<file path="src/rtl/padd9_seq_pkg.sv">
// Shared types for the PADD9 chain sequencer: command opcodes, FSM states
// and the latency ceiling of the pre-adder pipeline.
package padd9_seq_pkg;

  typedef enum logic [1:0] {
    OP_CLEAR = 2'd0,
    OP_LOAD  = 2'd1,
    OP_RUN   = 2'd2,
    OP_RSVD  = 2'd3
  } op_e;

  typedef enum logic [2:0] {
    ST_CLR   = 3'd0,
    ST_IDLE  = 3'd1,
    ST_LOAD  = 3'd2,
    ST_ISSUE = 3'd3,
    ST_WAIT  = 3'd4,
    ST_HOLD  = 3'd5
  } state_e;

  localparam int unsigned LAT_MAX = 7;

endpackage

</file>
<file path="src/rtl/padd9_chain_seq.sv">
// Sequencer for a cascaded PADD9 pre-adder chain: clears the chain, shifts
// B coefficients in through the tail stage, then broadcasts A samples.
module padd9_chain_seq
  import padd9_seq_pkg::*;
#(
  parameter int NSTAGE = 5,
  parameter int W      = 9,
  parameter int LAT    = 1,
  parameter int CNT_W  = 8
) (
  input  logic                  clk,
  input  logic                  reset,
  input  logic                  cmd_valid,
  output logic                  cmd_ready,
  input  logic [1:0]            cmd_op,
  input  logic [CNT_W-1:0]      cmd_len,
  input  logic                  in_valid,
  output logic                  in_ready,
  input  logic [W-1:0]          in_data,
  output logic                  res_valid,
  input  logic                  res_ready,
  output logic [NSTAGE*W-1:0]   res_data,
  output logic                  padd_ce,
  output logic                  padd_rst,
  output logic [W-1:0]          padd_a,
  output logic [W-1:0]          padd_b,
  input  logic [NSTAGE*W-1:0]   padd_dout,
  output logic                  busy,
  output logic                  err
);

  localparam int SC_W = $clog2(NSTAGE + 1);
  localparam logic [SC_W-1:0]  STG_INIT = SC_W'(NSTAGE);
  localparam logic [SC_W-1:0]  STG_ONE  = SC_W'(1);
  localparam logic [CNT_W-1:0] REM_ONE  = CNT_W'(1);
  localparam logic [CNT_W-1:0] REM_ZERO = CNT_W'(0);
  localparam logic [2:0]       LAT_INIT = 3'(LAT);

  state_e              state_r, state_s;
  logic [SC_W-1:0]     stg_r, stg_s;
  logic [CNT_W-1:0]    rem_r, rem_s;
  logic [2:0]          lat_r, lat_s;
  logic                ce_s, rst_s, rv_s, err_s;
  logic [W-1:0]        a_s, b_s;
  logic [NSTAGE*W-1:0] rd_s;

  assign cmd_ready = (state_r == ST_IDLE);
  assign in_ready  = (state_r == ST_LOAD) || (state_r == ST_ISSUE);
  assign busy      = (state_r != ST_IDLE);

  // Next-state and next-output decode; CE is a one-cycle pulse unless CLR holds it.
  always_comb begin
    state_s = state_r;
    stg_s   = stg_r;
    rem_s   = rem_r;
    lat_s   = lat_r;
    ce_s    = 1'b0;
    rst_s   = 1'b0;
    a_s     = padd_a;
    b_s     = padd_b;
    rv_s    = res_valid;
    rd_s    = res_data;
    err_s   = err;
    case (state_r)
      ST_CLR: begin
        if (stg_r <= STG_ONE) begin
          state_s = ST_IDLE;
          stg_s   = '0;
        end else begin
          ce_s    = 1'b1;
          rst_s   = 1'b1;
          stg_s   = stg_r - STG_ONE;
        end
      end
      ST_IDLE: begin
        if (cmd_valid) begin
          case (op_e'(cmd_op))
            OP_CLEAR: begin
              state_s = ST_CLR;
              stg_s   = STG_INIT;
              ce_s    = 1'b1;
              rst_s   = 1'b1;
            end
            OP_LOAD: begin
              state_s = ST_LOAD;
              stg_s   = STG_INIT;
            end
            OP_RUN: begin
              if (cmd_len != REM_ZERO) begin
                state_s = ST_ISSUE;
                rem_s   = cmd_len;
              end else begin
                state_s = ST_IDLE;
              end
            end
            OP_RSVD: err_s = 1'b1;
            default: err_s = 1'b1;
          endcase
        end else begin
          state_s = ST_IDLE;
        end
      end
      ST_LOAD: begin
        if (in_valid) begin
          b_s  = in_data;
          ce_s = 1'b1;
          if (stg_r <= STG_ONE) begin
            state_s = ST_IDLE;
            stg_s   = '0;
          end else begin
            stg_s   = stg_r - STG_ONE;
          end
        end else begin
          state_s = ST_LOAD;
        end
      end
      ST_ISSUE: begin
        if (in_valid) begin
          a_s     = in_data;
          lat_s   = LAT_INIT;
          state_s = ST_WAIT;
        end else begin
          state_s = ST_ISSUE;
        end
      end
      ST_WAIT: begin
        // Capture only once padd_dout reflects the new padd_a.
        if (lat_r == 3'd0) begin
          rd_s    = padd_dout;
          rv_s    = 1'b1;
          state_s = ST_HOLD;
        end else begin
          lat_s   = lat_r - 3'd1;
        end
      end
      ST_HOLD: begin
        if (res_ready) begin
          rv_s  = 1'b0;
          rem_s = rem_r - REM_ONE;
          if (rem_r > REM_ONE) begin
            state_s = ST_ISSUE;
          end else begin
            state_s = ST_IDLE;
          end
        end else begin
          state_s = ST_HOLD;
        end
      end
      default: begin
        state_s = ST_CLR;
        stg_s   = STG_INIT;
        ce_s    = 1'b1;
        rst_s   = 1'b1;
      end
    endcase
  end

  // State, counters and all registered outputs.
  always_ff @(posedge clk or negedge reset) begin
    if (!reset) begin
      state_r   <= ST_CLR;
      stg_r     <= STG_INIT;
      rem_r     <= '0;
      lat_r     <= 3'd0;
      padd_ce   <= 1'b1;
      padd_rst  <= 1'b1;
      padd_a    <= '0;
      padd_b    <= '0;
      res_valid <= 1'b0;
      res_data  <= '0;
      err       <= 1'b0;
    end else begin
      state_r   <= state_s;
      stg_r     <= stg_s;
      rem_r     <= rem_s;
      lat_r     <= lat_s;
      padd_ce   <= ce_s;
      padd_rst  <= rst_s;
      padd_a    <= a_s;
      padd_b    <= b_s;
      res_valid <= rv_s;
      res_data  <= rd_s;
      err       <= err_s;
    end
  end

endmodule
</file>
<file path="config.mk">
export PLATFORM = sky130hd
export DESIGN_NAME = padd9_chain_seq
export DESIGN_NICKNAME = d
export VERILOG_FILES = /design/src/rtl/padd9_seq_pkg.sv /design/src/rtl/padd9_chain_seq.sv
export SDC_FILE = /design/constraint.sdc
export NUM_CORES = 1
export LEC_CHECK = 0
export ABC_AREA = 1
export BUFFER_PORTS_ARGS = -buffer_cell sky130_fd_sc_hd__buf_2
export CAP_MARGIN = 20
export CORE_UTILIZATION = 45
export CTS_BUF_LIST = sky130_fd_sc_hd__clkbuf_8
export CTS_CLUSTER_SIZE = 25
export DETAILED_ROUTE_END_ITERATION = 12
export PLACE_DENSITY = 0.76
export RECOVER_POWER = 25
export SYNTH_ARGS = -nofsm -noshare
export SYNTH_HDL_FRONTEND = slang
export SYNTH_SLANG_ARGS = --single-unit
</file>
<file path="constraint.sdc">
create_clock -name clk -period 1.6 [get_ports clk]
set_clock_uncertainty 0.2 [all_clocks]
set_input_delay 0.16 -clock clk [delete_from_list [all_inputs] [get_ports clk]]
set_output_delay 0.16 -clock clk [all_outputs]
set_load 0.02 [all_outputs]
</file>
==> metrics.log, run 1 <==
INFO  metric rr_endpoint = res_data[5]
INFO  metric most-common-layout-cells = nand2_1, buf_2, dfrtp_1
INFO  metric achievable-frequency = 0.617 GHz
INFO  metric clkSinkCount = 84
INFO  metric grt_pass1_wl = 16.1 mm
INFO  metric critical_path_peak_fanout = 2
INFO  metric power_density = 1910 nW/um^2
INFO  metric die_width = 95.4 microns
INFO  metric critical_path_required = 1.24 ns
INFO  metric final_common_cell = nand2_1
INFO  metric kind_of_critical_path = flop to primary output
INFO  metric die-area = 9090 sq um
INFO  metric min_period = 1.62 ns
INFO  metric post-route-worst-setup-slack = -0.0200 ns
INFO  metric timing.max_cap.violations = 0
INFO  metric finalHoldViolCount = 0
INFO  metric yosysSeqAreaShare = 0.537
INFO  metric number_of_enable_type_register_cells_in_the_synthesized_netlist = 0
INFO  metric number_of_diodes_added_for_antenna_fixing = 0
INFO  metric initial_antenna_violation_count = 0
INFO  metric dp_hpwl = 6.43 mm
INFO  metric place.port_buffers = 138
INFO  metric drt_pre_antenna_iters = 5
INFO  metric fp.dieH = roughly 95 microns
INFO  metric worst_slew_margin_rel = 0.464
INFO  metric final_net_count = about 780
INFO  metric r2r_setup_slack = -0.01 ns
INFO  metric final.fill_count = roughly 600
INFO  metric number_of_storage_elements_in_the_synthesis_netlist = 84
INFO  metric syn_area = around 3900 sq um
INFO  metric cts-buffers-inserted = 9
INFO  metric syn_inst = about 470
INFO  metric critical_path.endpoint = cmd_ready
INFO  metric globalRoute.totalOverflow = 0
INFO  metric cts_htree_levels = 3
INFO  metric slew_viol_final = 0
INFO  metric crit_path_end_kind = primary output
INFO  metric drtAntennaViolNets = 0
INFO  metric critical_path.reg2reg.startpoint = state_r[1]
INFO  metric start_util = 0.470
INFO  metric gp_congestion = ~0.85
INFO  metric mappedNetlistNets = 553
INFO  metric timing.critical_path.arrival = approximately 1.3 ns
INFO  metric average_routed_wire_per_standard_cell = 14.3 microns
INFO  metric post-route-period-util = 1.01
INFO  metric route.detailed.drc = 0
INFO  metric synth-async-reset-ratio = 1.00
INFO  metric fraction_of_layout_cells_with_a_size_suffix_above_1 = 0.340
INFO  metric ioPinCount = 139
INFO  metric failing_checks = setup timing
INFO  metric placeableCoreArea = 8340 sq um
INFO  metric number_of_global_route_vias_before_repair = between 3k and 4k
INFO  metric detailroute.via_count = ~4.0k
INFO  metric status = complete, but fails checks
INFO  metric rsz_0062_raised_after_global_routing = yes
INFO  metric cts-root-to-sink-buffers = 2
INFO  metric synth_cell_type_count = 32
INFO  metric first_iter_violations = 170
INFO  metric yosysWarnings = 0
INFO  metric finalSetupTns = -0.0521 ns
INFO  metric reg2regPathDepth = 8
INFO  metric p_total = ~12 mW
INFO  metric root_buffer = clkbuf_8
INFO  metric critical_path.startpoint = state_r[1]
INFO  metric global_route.usage.total = 0.229
INFO  metric setup-violations-final = 8
INFO  metric min_path_type = primary input to flop
INFO  metric synth-main-ff-cell = dfrtp_1
INFO  metric static-leakage-power = 3.20 nW
INFO  metric crit_path_start_kind = flop
INFO  metric tightest_slew = 0.804 ns
INFO  metric grt_start_max_net_pins = 47
INFO  metric synth.avg_cell_area = 8.28 sq um
INFO  metric design_area = 6090 sq um
INFO  metric clk-insertion-delay-late = 0.34 ns
INFO  metric layout-area-overhead-vs-synth = 55.4%
INFO  metric drt-total-wl = 11.7 mm
INFO  metric rows = 33
INFO  metric cts_tree = yes
INFO  metric vdd_ir_drop_max = 934 uV
INFO  metric placed_area = 4820 sq um
INFO  metric via_per_inst = a little under 5
INFO  metric clk_pin_slew = 0.10 ns
[layout make-up]
class,count,area [sq um],area share
Inverter,44,188,0.0308
Clock inverter,7,100,0.0164
Tap cell,105,131,0.0216
Timing Repair Buffer,232,1770,0.290
Sequential cell,84,2110,0.346
Multi-Input combinational cell,333,1680,0.275
Clock buffer,9,124,0.0203
[where the power goes]
group          total [mW]  leakage (nW)  internal, mW  switching, mW
Sequential           3.88         0.938          3.21          0.670
Clock                1.70         0.113         0.894          0.804
Combinational        6.08          2.15          2.37           3.71
Total                11.7          3.20          6.48           5.18
[flip-flops by register name, summed over array words and instances, names as in the netlist]
| name | count |
|---|---|
| padd_b | 9 |
| state_r | 3 |
| lat_r | 3 |
| stg_r | 3 |
| rem_r | 8 |
| padd_a | 9 |
| res_valid | 1 |
| err | 1 |
| res_data | 45 |
| padd_rst | 1 |
| padd_ce | 1 |
[how the worst min path moves through the flow]
stage                         start          to  cells past startpoint
after CTS                 cmd_valid  state_r[0]                      5
after floorplan               reset         err                      0
after global placement        reset   padd_b[2]                      1
after global routing      cmd_op[1]         err                      3
after detailed placement      reset   padd_b[2]                      1
final                     cmd_valid  state_r[0]                      5
[cell usage after synthesis, types with 5 or more instances]
cell type | n | area [sq um]
buf_2 | 6 | 30.0
buf_4 | 6 | 45.0
dfrtp_1 | 80 | 2000
ha_1 | 10 | 125
inv_1 | 37 | 139
inv_2 | 7 | 26.3
nand2_1 | 221 | 830
nand2_2 | 5 | 31.3
nand3_1 | 11 | 55.1
nor2_1 | 20 | 75.1
o21ai_0 | 11 | 55.1
o21ai_1 | 22 | 110
o21ai_2 | 10 | 87.6
[critical path, cell delays in order (launching register included)]
cell     delay [ns]
dfrtp_2        0.43
inv_2          0.09
nand2_4        0.07
nor2_8         0.12
buf_6          0.11
buf_6          0.10
[stage by stage]
stage | cells | setup slack, ns | hold slack (ns) | util
finish | 814 | -0.0200 | 0.0459 | 0.731
global route | 814 | -0.110 | 0.0422 | 0.731
CTS | 803 | -0.0352 | 0.0308 | 0.690
detailed placement | 719 | 0.00254 | -0.0799 | 0.578
global placement | 719 | 0.0470 | -0.0798 | 0.578
floorplan | 474 | 0.0723 | -0.336 | -
[cells by family (layout without fill, tap and decap cells)]
| group | Yosys count | in the layout | share of synthesized area |
|---|---|---|---|
| flops | 84 | 84 | 0.537 |
| buf+inv | 57 | 292 | 0.0641 |
| xor+xnor | 2 | 2 | 0.00447 |
| fa+ha+maj | 10 | 10 | 0.0319 |
| simple gates | 271 | 271 | 0.283 |
| compound gates | 50 | 50 | 0.0791 |
[routing by layer]
metal | wire length [microns] | global-route usage
met4 | 505 | 0.0947
met1 | 4800 | 0.287
met3 | 720 | 0.0399
met2 | 5640 | 0.390
met5 | 0 | 0
[repair_timing]
action                                  CTS  global route
hold buffers                             64             0
hold endpoints to repair                156             0
setup buffers                             4             3
endpoints found under the setup margin   12            83
gates cloned                              0             8
pin swaps                                 2            11
gates resized for setup                  11            48
Note: power is estimated with default switching activity, not from simulation.
==> run 2: changes to the inputs <==
--- a/config.mk
+++ b/config.mk
@@ -14,6 +14,7 @@
 export DETAILED_ROUTE_END_ITERATION = 12
 export PLACE_DENSITY = 0.76
 export RECOVER_POWER = 25
+export SETUP_SLACK_MARGIN = 0.05
 export SYNTH_ARGS = -nofsm -noshare
 export SYNTH_HDL_FRONTEND = slang
 export SYNTH_SLANG_ARGS = --single-unit
==> metrics.log, run 2 (synthesized netlist as in run 1, its figures left out) <==
INFO  metric initial_antenna_violation_count = 0 (unchanged)
INFO  metric post-route-worst-setup-slack = -0.0585 ns (-0.0385 ns)
INFO  metric place.port_buffers = 138 (unchanged)
INFO  metric route.detailed.drc = 0 (unchanged)
INFO  metric start_util = 0.470 (unchanged)
INFO  metric timing.max_cap.violations = 0 (unchanged)
INFO  metric clkPwrFrac = 0.146 (about the same)
INFO  metric instances_no_fill = 815 (+0.12%)
INFO  metric switching_share_of_power = 0.446 (+0.00118)
INFO  metric design_area = 6060 sq um (-0.62%)
INFO  metric critical_path.reg2reg.startpoint = lat_r[0]
INFO  metric critical_path_peak_fanout = 6 (+4)
INFO  metric timing.critical_path.arrival = 1.68 ns (+0.42 ns)
INFO  metric clk_pin_slew = 0.08 ns (-0.02 ns)
INFO  metric finalSetupTns = -0.0931 ns (-0.0410 ns)
INFO  metric detailedPlace.worstSlack = 0.00254 ns (unchanged)
INFO  metric die_width = 95.4 microns (unchanged)
INFO  metric crit_path_end_kind = flop
INFO  metric final_common_cell = nand2_1
INFO  metric fraction_of_layout_cells_with_a_size_suffix_above_1 = 0.345 (+0.00516)
INFO  metric number_of_diodes_added_for_antenna_fixing = 0 (unchanged)
INFO  metric drt-total-wl = 11.6 mm (-0.53%)
INFO  metric seq_power_share = 0.333 (about the same)
INFO  metric status = complete, but fails checks
INFO  metric tightest_slew = 0.790 ns (-0.0144 ns)
INFO  metric first_iter_violations = 196 (+15%)
INFO  metric drt_pre_antenna_iters = 4 (-1)
INFO  metric max_flop_register = res_data
INFO  metric power_frac_comb = 0.522 (about the same)
INFO  metric ioPinCount = 139 (unchanged)
INFO  metric clk-insertion-delay-late = 0.34 ns (about the same)
INFO  metric root_buffer = clkbuf_8
INFO  metric slew_viol_final = 0 (unchanged)
INFO  metric finalHoldViolCount = 0 (unchanged)
INFO  metric final_core_util = 0.726 (-0.00450)
INFO  metric detailroute.via_count = 3950 (-1.3%)
INFO  metric grt_pass1_wl = 16.4 mm (+1.6%)
INFO  metric largest_registers_ranked_by_flip_flop_count = res_data x45, padd_a x9, padd_b x9
INFO  metric post-route-period-util = 1.04 (+0.0241)
INFO  metric final_net_count = 784 (+0.13%)
INFO  metric final.fill_count = 606 (+0.33%)
INFO  metric r2r_setup_slack = -0.06 ns (-0.05 ns)
INFO  metric timing.hold.worst.start = cmd_op[1]
INFO  metric average_routed_wire_per_standard_cell = 14.2 microns (-0.65%)
INFO  metric cts-root-to-sink-buffers = 2 (unchanged)
INFO  metric min_period = 1.66 ns (+0.0385 ns)
INFO  metric cts_htree_levels = 3 (unchanged)
INFO  metric placed_area = 4820 sq um (unchanged)
INFO  metric clkSinkCount = 84 (unchanged)
INFO  metric rsz_0062_raised_after_global_routing = yes
INFO  metric via_per_inst = 4.85 (-1.5%)
INFO  metric dp_hpwl = 6.43 mm (unchanged)
INFO  metric grt_start_max_net_pins = 47 (unchanged)
INFO  metric cts_tree = yes
INFO  metric die-area = 9090 sq um (unchanged)
INFO  metric kind_of_critical_path = flop to flop
INFO  metric setup-violations-final = 5 (-3)
INFO  metric cts-buffers-inserted = 9 (unchanged)
INFO  metric worst_slew_margin_rel = 0.473 (+0.00959)
INFO  metric critical_path_required = 1.62 ns (+0.38 ns)
INFO  metric globalRoute.totalOverflow = 0 (unchanged)
INFO  metric static-leakage-power = 3.18 nW (-0.56%)
INFO  metric number_of_global_route_vias_before_repair = 3623 (+0.81%)
INFO  metric critical_path.startpoint = lat_r[0]
INFO  metric rows = 33 (unchanged)
INFO  metric net_switching_power = 5.19 mW (+0.21%)
INFO  metric most-common-layout-cells = nand2_1, buf_2, dfrtp_1
INFO  metric internal_power = 6.46 mW (-0.27%)
INFO  metric placeableCoreArea = 8340 sq um (unchanged)
INFO  metric layout-area-overhead-vs-synth = 54.4%
INFO  metric fp.dieH = 95.4 microns (unchanged)
INFO  metric max_ffs_per_register = 45 (unchanged)
INFO  metric drtAntennaViolNets = 0 (unchanged)
INFO  metric min_path_type = primary input to flop
INFO  metric achievable-frequency = 0.603 GHz (-2.3%)
INFO  metric failing_checks = setup timing
INFO  metric global_route.usage.total = 0.233 (+0.00359)
INFO  metric gp_congestion = 0.854 (unchanged)
INFO  metric vdd_ir_drop_max = 1060 uV (+13%)
INFO  metric crit_path_start_kind = flop
INFO  metric dpl.cell_count = 719 (unchanged)
INFO  metric power_density = 1920 nW/um^2 (+0.56%)
[run 2: cell count changes in the layout (fill, tap and decap cells not counted), sizes merged]
| cell | delta |
|---|---|
| clkbuf | -2 |
| nand2 | +1 |
| clkinv | +2 |
[run 2: critical path: stages (launching register included)]
cell and delay, ns:
dfrtp_1 0.37, inv_2 0.05, ha_2 0.17, inv_1 0.11, nor2_4 0.07, nand2_8 0.11
clkinv_8 0.09, nor2_2 0.13, nand2_2 0.09, nand2_1 0.09, nand2_1 0.07
[run 2: cell type report]
cell class | instances | area [sq um] | share of cell area
Sequential cell | 84 | 2110 | 0.348
Multi-Input combinational cell | 334 | 1700 | 0.280
Timing Repair Buffer | 230 | 1700 | 0.280
Inverter | 44 | 190 | 0.0314
Tap cell | 105 | 131 | 0.0217
Clock buffer | 9 | 124 | 0.0205
Clock inverter | 7 | 100 | 0.0165
Timing Repair inverter | 2 | 11.3 | 0.00186
[run 2: final timing paths]
check	cells after the start	end
setup / recovery	10	lat_r[2]
hold / removal	3	err
setup reg to reg	10	lat_r[2]
hold reg to reg	1	err
max in group asynchronous	3	res_data[24]
min in group asynchronous	2	padd_b[2]
[run 2: per-layer routing]
layer,up-vias,global-route usage,share of wire
met5,-,0,0
met4,0,0.0896,0.034
met3,28,0.0423,0.055
met2,144,0.396,0.50
met1,1853,0.293,0.41
li1,1925,-,-
[run 2: metrics by stage]
step,hold slack (ns),total power [mW]
finish,0.0463,11.7
global route,0.0422,12.5
CTS,0.0337,11.2
detailed placement,-0.0799,9.02
global placement,-0.0798,8.87
floorplan,-0.336,7.28
[run 2: power groups by stage]
stage | Clock (mW) | Sequential, mW | Combinational, mW
2_1_floorplan | 0 | 4.85 | 2.43
3_3_place_gp | 0 | 3.82 | 5.05
3_5_place_dp | 0 | 3.84 | 5.18
4_1_cts | 1.73 | 3.82 | 5.64
5_1_grt | 1.82 | 4.00 | 6.67
6_report | 1.70 | 3.87 | 6.08
[run 2: repair_timing]
action                                  CTS  global route
resized for setup                        33            28
endpoints found under the hold margin   156             0
gates cloned                              1             7
endpoints found under the setup margin   54            85
buffers inserted                          4             4
pin swaps                                 7             9
hold buffers                             64             0
